<file path="src/rtl/bin_to_bcd_pkg.sv">
// Shared display-path definitions: converter FSM states and default sizing.
package bin_to_bcd_pkg;

    typedef enum logic [1:0] {
        IDLE  = 2'd0,
        SHIFT = 2'd1,
        DONE  = 2'd2
    } state_t;

    // 16-bit binary needs 5 decimal digits (65535).
    localparam int DEFAULT_W      = 16;
    localparam int DEFAULT_DIGITS = 5;

endpackage

</file>
<file path="src/rtl/bcd_digit_adj.sv">
// Double-dabble digit correction: add 3 to a BCD digit of 5 or more before it is doubled.
module bcd_digit_adj (
    input  logic [3:0] d,
    output logic [3:0] q
);

    assign q = (d >= 4'd5) ? d + 4'd3 : d;

endmodule

</file>
<file path="src/rtl/bin_to_bcd.sv">
// Iterative binary-to-BCD converter (shift-add-3), one input bit per cycle, MSB first.
module bin_to_bcd
    import bin_to_bcd_pkg::*;
#(
    parameter int W      = DEFAULT_W,
    parameter int DIGITS = DEFAULT_DIGITS
) (
    input  logic                  clk,
    input  logic                  rst,
    input  logic                  start,
    input  logic [W-1:0]          bin,
    output logic                  busy,
    output logic                  done,
    output logic [DIGITS*4-1:0]   bcd
);

    localparam int CW = $clog2(W + 1);

    state_t                state;
    logic [W-1:0]          bin_reg;
    logic [DIGITS*4-1:0]   scratch;
    logic [DIGITS*4-1:0]   adj;
    logic [CW-1:0]         cnt;

    for (genvar g = 0; g < DIGITS; g++) begin : g_adj
        bcd_digit_adj u_adj (
            .d (scratch[g*4 +: 4]),
            .q (adj[g*4 +: 4])
        );
    end

    // bcd only changes in DONE, so partial conversions are never visible.
    always_ff @(posedge clk) begin
        if (rst) begin
            state   <= IDLE;
            busy    <= 1'b0;
            done    <= 1'b0;
            bcd     <= '0;
            scratch <= '0;
            bin_reg <= '0;
            cnt     <= '0;
        end else begin
            case (state)
                IDLE: begin
                    done <= 1'b0;
                    if (start) begin
                        bin_reg <= bin;
                        scratch <= '0;
                        cnt     <= CW'(W);
                        busy    <= 1'b1;
                        state   <= SHIFT;
                    end
                end
                SHIFT: begin
                    {scratch, bin_reg} <= {adj, bin_reg} << 1;
                    cnt <= cnt - CW'(1);
                    if (cnt == CW'(1)) begin
                        state <= DONE;
                    end
                end
                DONE: begin
                    bcd   <= scratch;
                    done  <= 1'b1;
                    busy  <= 1'b0;
                    state <= IDLE;
                end
                default: begin
                    state <= IDLE;
                end
            endcase
        end
    end

endmodule

</file>
<file path="config.mk">
export PLATFORM = sky130hd
export DESIGN_NAME = bin_to_bcd
export DESIGN_NICKNAME = d
export VERILOG_FILES = /design/src/rtl/bin_to_bcd_pkg.sv /design/src/rtl/bcd_digit_adj.sv /design/src/rtl/bin_to_bcd.sv
export SDC_FILE = /design/constraint.sdc
export NUM_CORES = 1
export LEC_CHECK = 0
export CORE_AREA = 4 4 84 86
export DETAILED_ROUTE_END_ITERATION = 10
export DIE_AREA = 0 0 88 90
export PLACE_DENSITY = 0.73
export SLEW_MARGIN = 20
export SYNTH_ARGS = -nofsm -noshare
export SYNTH_HDL_FRONTEND = slang
export SYNTH_HIERARCHICAL = 1
export SYNTH_SLANG_ARGS = --single-unit
</file>
<file path="constraint.sdc">
create_clock -name clk -period 2 [get_ports clk]
set_clock_uncertainty 0.1 [all_clocks]
set_input_delay 0.4 -clock clk [delete_from_list [all_inputs] [get_ports clk]]
set_output_delay 0.4 -clock clk [all_outputs]
set_load 0.01 [all_outputs]
</file>
# Word-level counts from Yosys, hierarchy flattened

Index checks and enable logic that the tools add are counted.

Add/subtract/negate cells: 6
Order comparisons: 5
Equality and inequality tests: 5
Multiplexer cells: 17
Reductions and logical operators: 6

Operators with widths:

| cell                                                               | number |
|---|---|
| case mux 20 bit (2 select lines)                                   | 1 |
| case mux 16 bit (2 select lines)                                   | 1 |
| greater-or-equal comparator 4 x 3 -> 1 bit (second input constant) | 5 |
| two-way mux 20 bit                                                 | 1 |
| adder 4 x 2 -> 4 bit (second input constant)                       | 4 |
| two-way mux 16 bit                                                 | 1 |
| two-way mux 4 bit                                                  | 4 |
| case mux 5 bit (2 select lines)                                    | 1 |
| AND reduction 2 bit                                                | 3 |
| == test 5 x 1 -> 1 bit (second input constant)                     | 1 |
| two-way mux 5 bit                                                  | 1 |
| subtractor 5 x 1 -> 5 bit (second input constant)                  | 1 |
| two-way mux 2 bit                                                  | 2 |
| != test 2 bit (second input constant)                              | 2 |
| case mux 1 bit (2 select lines)                                    | 2 |
| case mux 2 bit (2 select lines)                                    | 1 |
| nonzero test 2 bit                                                 | 2 |
| adder 3 x 2 -> 3 bit (second input constant)                       | 1 |
| two-way mux 3 bit                                                  | 1 |
| == test 2 x 1 -> 1 bit (second input constant)                     | 1 |
| == test 2 bit (second input constant)                              | 1 |
| zero test 2 bit                                                    | 1 |
| two-way mux 1 bit                                                  | 1 |

Register bits: 65
Output and inout port bits: 22
Logic and storage cells: 46

# Logic depth before layout (Yosys ltp)

Depth after elaboration: 3
Mapped depth: 7
Depth with buffers taken out: 7

# By module

Netlist, hierarchy kept.

By module, submodules not included:

| module        | times used | cells each | area an instance (um^2) | sequential area each (um^2) |
|---|---|---|---|---|
| bin_to_bcd    | 1          | 294        | 2613.8                  | 1301.2 |
| bcd_digit_adj | 5          | 16         | 101.3                   | 0.0 |

# Worst setup path after synthesis

Ideal clock, no wire load.

Kind: flip-flop to flip-flop
From: reg scratch[9]
To: reg scratch[10]
Data arrival time: 1.177 ns
Slack: 0.595 ns
Stages on the path, launching flop included: 8
Path buffers: 0
Cell sequence: dfxtp_1 -> inv_1 -> ha_1 -> nand2b_1 -> a21oi_2 -> mux2i_1 -> a22oi_1 -> nor2_1

Longest elaborated chain between the ends: 3
Elaborated cells between the ends (all ways): 4
Those cells by class: add/sub (1); order compare (1); mux (2)

Ends and longest elaborated chain:

| item                                                                               | RTL line           | RTL |
|---|---|---|
| start, declared                                                                    | bin_to_bcd.sv:21   | `logic [DIGITS*4-1:0] scratch;` |
| start signal, assigned                                                             | bin_to_bcd.sv:55   | `{scratch, bin_reg} <= {adj, bin_reg} << 1;` |
| adder 4 x 2 -> 4 bit or greater-or-equal comparator 4 x 3 -> 1 bit (tied branches) | bcd_digit_adj.sv:7 | `assign q = (d >= 4'd5) ? d + 4'd3 : d;` |
| two-way mux 4 bit (*)                                                              | bcd_digit_adj.sv:7 |  |
| via adj[9]                                                                         | bin_to_bcd.sv:22   | `logic [DIGITS*4-1:0] adj;` |
| case mux 20 bit (2 select lines) (*)                                               | bin_to_bcd.sv:43   | `case (state)` |

The timed path passes the listed nets; every way through them passes the cells marked *.
A chain may end at the register's enable or synchronous reset.

# Worst setup path in the final report

From: reg bcd[18]
To: out bcd[18]

RTL lines:

| item                   | RTL line         | RTL |
|---|---|---|
| start, declared        | bin_to_bcd.sv:14 | `output logic [DIGITS*4-1:0] bcd` |
| start signal, assigned | bin_to_bcd.sv:62 | `bcd <= scratch;` |

No word-level cell between the ends.

==> key figures <==
Placement
  – RePlAce Congestion: 0.7813
  – Area of placed instances: 0.003540 mm2
  – Port-buffer cells: 40
  – Inst Count DP: 472
  – DP HPWL: 4082 um

Setup path
  – Crit. Startpoint: bcd[18]
  – CP bufs+invs: 1
  – CP Data Arrival Time: about 1.2 ns
  – CP required: 1.50 ns
  – Critical path's slowest cell: clkdlybuf4s50_1
  – Setup crit end: bcd[18]
  – CP cell instances: clkdlybuf4s50_1
  – Total number of cells along the worst setup path: 1
  – Crit path capture type: output pin
  – R2R setup slack: approximately 0.31 ns
  – Worst R2R End: scratch[19]
  – CP startpoint kind: flip-flop
  – Cells on worst reg2reg path: 4
  – Reg2Reg Launch Point: state[0]
  – Max stage delay on crit path: 0.54 ns
  – Crit path max fanout: 2
  – CP Class: reg -> out
  – Cell class contributing the biggest share of worst-path delay: buffers and inverters

Synthesis
  – Mapped Avg Cell Area: 8.380 um2
  – Post-Syn Area: 0.003100 mm2
  – Yosys warning count: 6
  – Synthesized instance count: 370
  – Syn Nets: 401

Timing
  – Fmax: 576.5 MHz
  – Crit path time final: 1.735 ns
  – Period utilization: 86.73%
  – Worst slew pin tran: approximately 0.84 ns
  – Slew HR: 43.61%
  – Hold_ws: approximately 0.35 ns
  – Hold Violations, Final: 0
  – RSZ-0062 raised after global routing: no
  – Setup total negative slack: 0 ns
  – Finish-stage setup viols: 0
  – Max-slew violation count: 0

Global routing
  – Largest net degree at the start of global routing: 66
  – First-pass GRT wire length: 11290 um
  – Initial antenna violation count: 0
  – Overflow after GRT: 0
  – Vias in the first global route: approximately 2.5k
  – Total track usage: ~18%

Final layout
  – Most common cell after layout, fill and taps aside: dfxtp_1
  – Multi-input gate area: 0.001607 mm2
  – Final Non-Filler Cells: between 400 and 500
  – Commonest cells after routing, fill and taps aside: 65 x dfxtp_1, 62 x nand2_1, 54 x nor2_1
  – Fillers: 572
  – Layout cell share with drive strength beyond 1: ~10%
  – Final #Nets: 437
  – # diodes: 0
  – Post-Layout Inst Area: around 0.0038 mm2
  – Register Area: 0.001301 mm2
  – Area grow syn2layout: 22.72%

Clocking
  – Clock Latency Late Sink: 0.35 ns
  – CTS tree: done
  – Setup repair bufs after CTS: 0
  – Clock Pin Slew Worst Setup and Hold Paths: around 0.080 ns
  – Cts repair resizes: 0
  – Root Buffer Master: clkbuf_8
  – Clk buf depth: 2
  – Hold_buf cts: 0
  – Htree depth: 3
  – Clock sinks: 65
  – Number of buffers created by CTS: 9

Routing
  – First DRT Iteration DRCs: 150
  – Vias per inst: 5.344
  – First-pass DRT Iterations: 4
  – Post-route DRC: 0
  – DRT antenna net count: 0
  – Routed via count: around 2.6k
  – WL final: around 6400 um
  – Routed len/inst: 13.19 um

Hold path
  – Worst min path class: reg -> reg

Die
  – Die Ht: 90 um
  – Row Count: 29
  – IO Pins: 41
  – Core outline area: 0.006277 mm2
  – Die area: between 0.007 and 0.008 mm2
  – Initial core utilization: 49.39%
  – DIE WIDTH: 88 um

Pwr
  – Lkg Pwr: between 1 and 1.5 nW
  – Design Power: 3.152 mW
  – Power per Cell Area: 828.3 mW/mm2
  – Maximum vdd drop: 0.5467 mV

Run
  – Max-Cap Viols: 0

Run status
  – Outcome: completed
-- cell type report --
cell class,count,area share (%)
Clock inverter,7,3.716
Sequential cell,65,34.20
Inverter,14,1.381
Multi-Input combinational cell,266,42.22
Timing Repair Buffer,50,12.69
Clock buffer,9,3.256
Tap cell,77,2.532
-- worst min path at each step --
stage                     start  endpoint  cells past startpoint
floorplan           scratch[17]   bcd[17]                      2
global placement         bcd[4]    bcd[4]                      2
detailed placement       bcd[1]    bcd[1]                      2
CTS                      bcd[1]    bcd[1]                      2
global route            bcd[19]   bcd[19]                      2
finish                   bcd[2]    bcd[2]                      2
-- layer usage --
metal  vias up  track usage, %  wire, um
met4         0           8.312       135
met1      1223           21.90      3010
li1       1330               -         -
met5         -               0         0
met3        13           4.205       257
met2        42           27.89      3035
-- stage by stage --
| step | util [%] | setup slack (ns) |
|---|---|---|
| 2_1_floorplan | - | 0.5950 |
| 3_3_place_gp | 56.39 | 0.1378 |
| 3_5_place_dp | 56.39 | 0.1021 |
| 4_1_cts | 60.61 | 0.2433 |
| 5_1_grt | 60.61 | 0.2150 |
| 6_report | 60.61 | 0.2654 |
-- power breakdown --
part / switching [mW] / internal (mW) / total, mW / leakage [nW]
sequential: 0.0298 / 1.34 / 1.37 / 0.529
clock: 0.521 / 0.956 / 1.48 / 0.130
combinational: 0.165 / 0.138 / 0.303 / 0.764
Power figures use the tool's default switching activity.
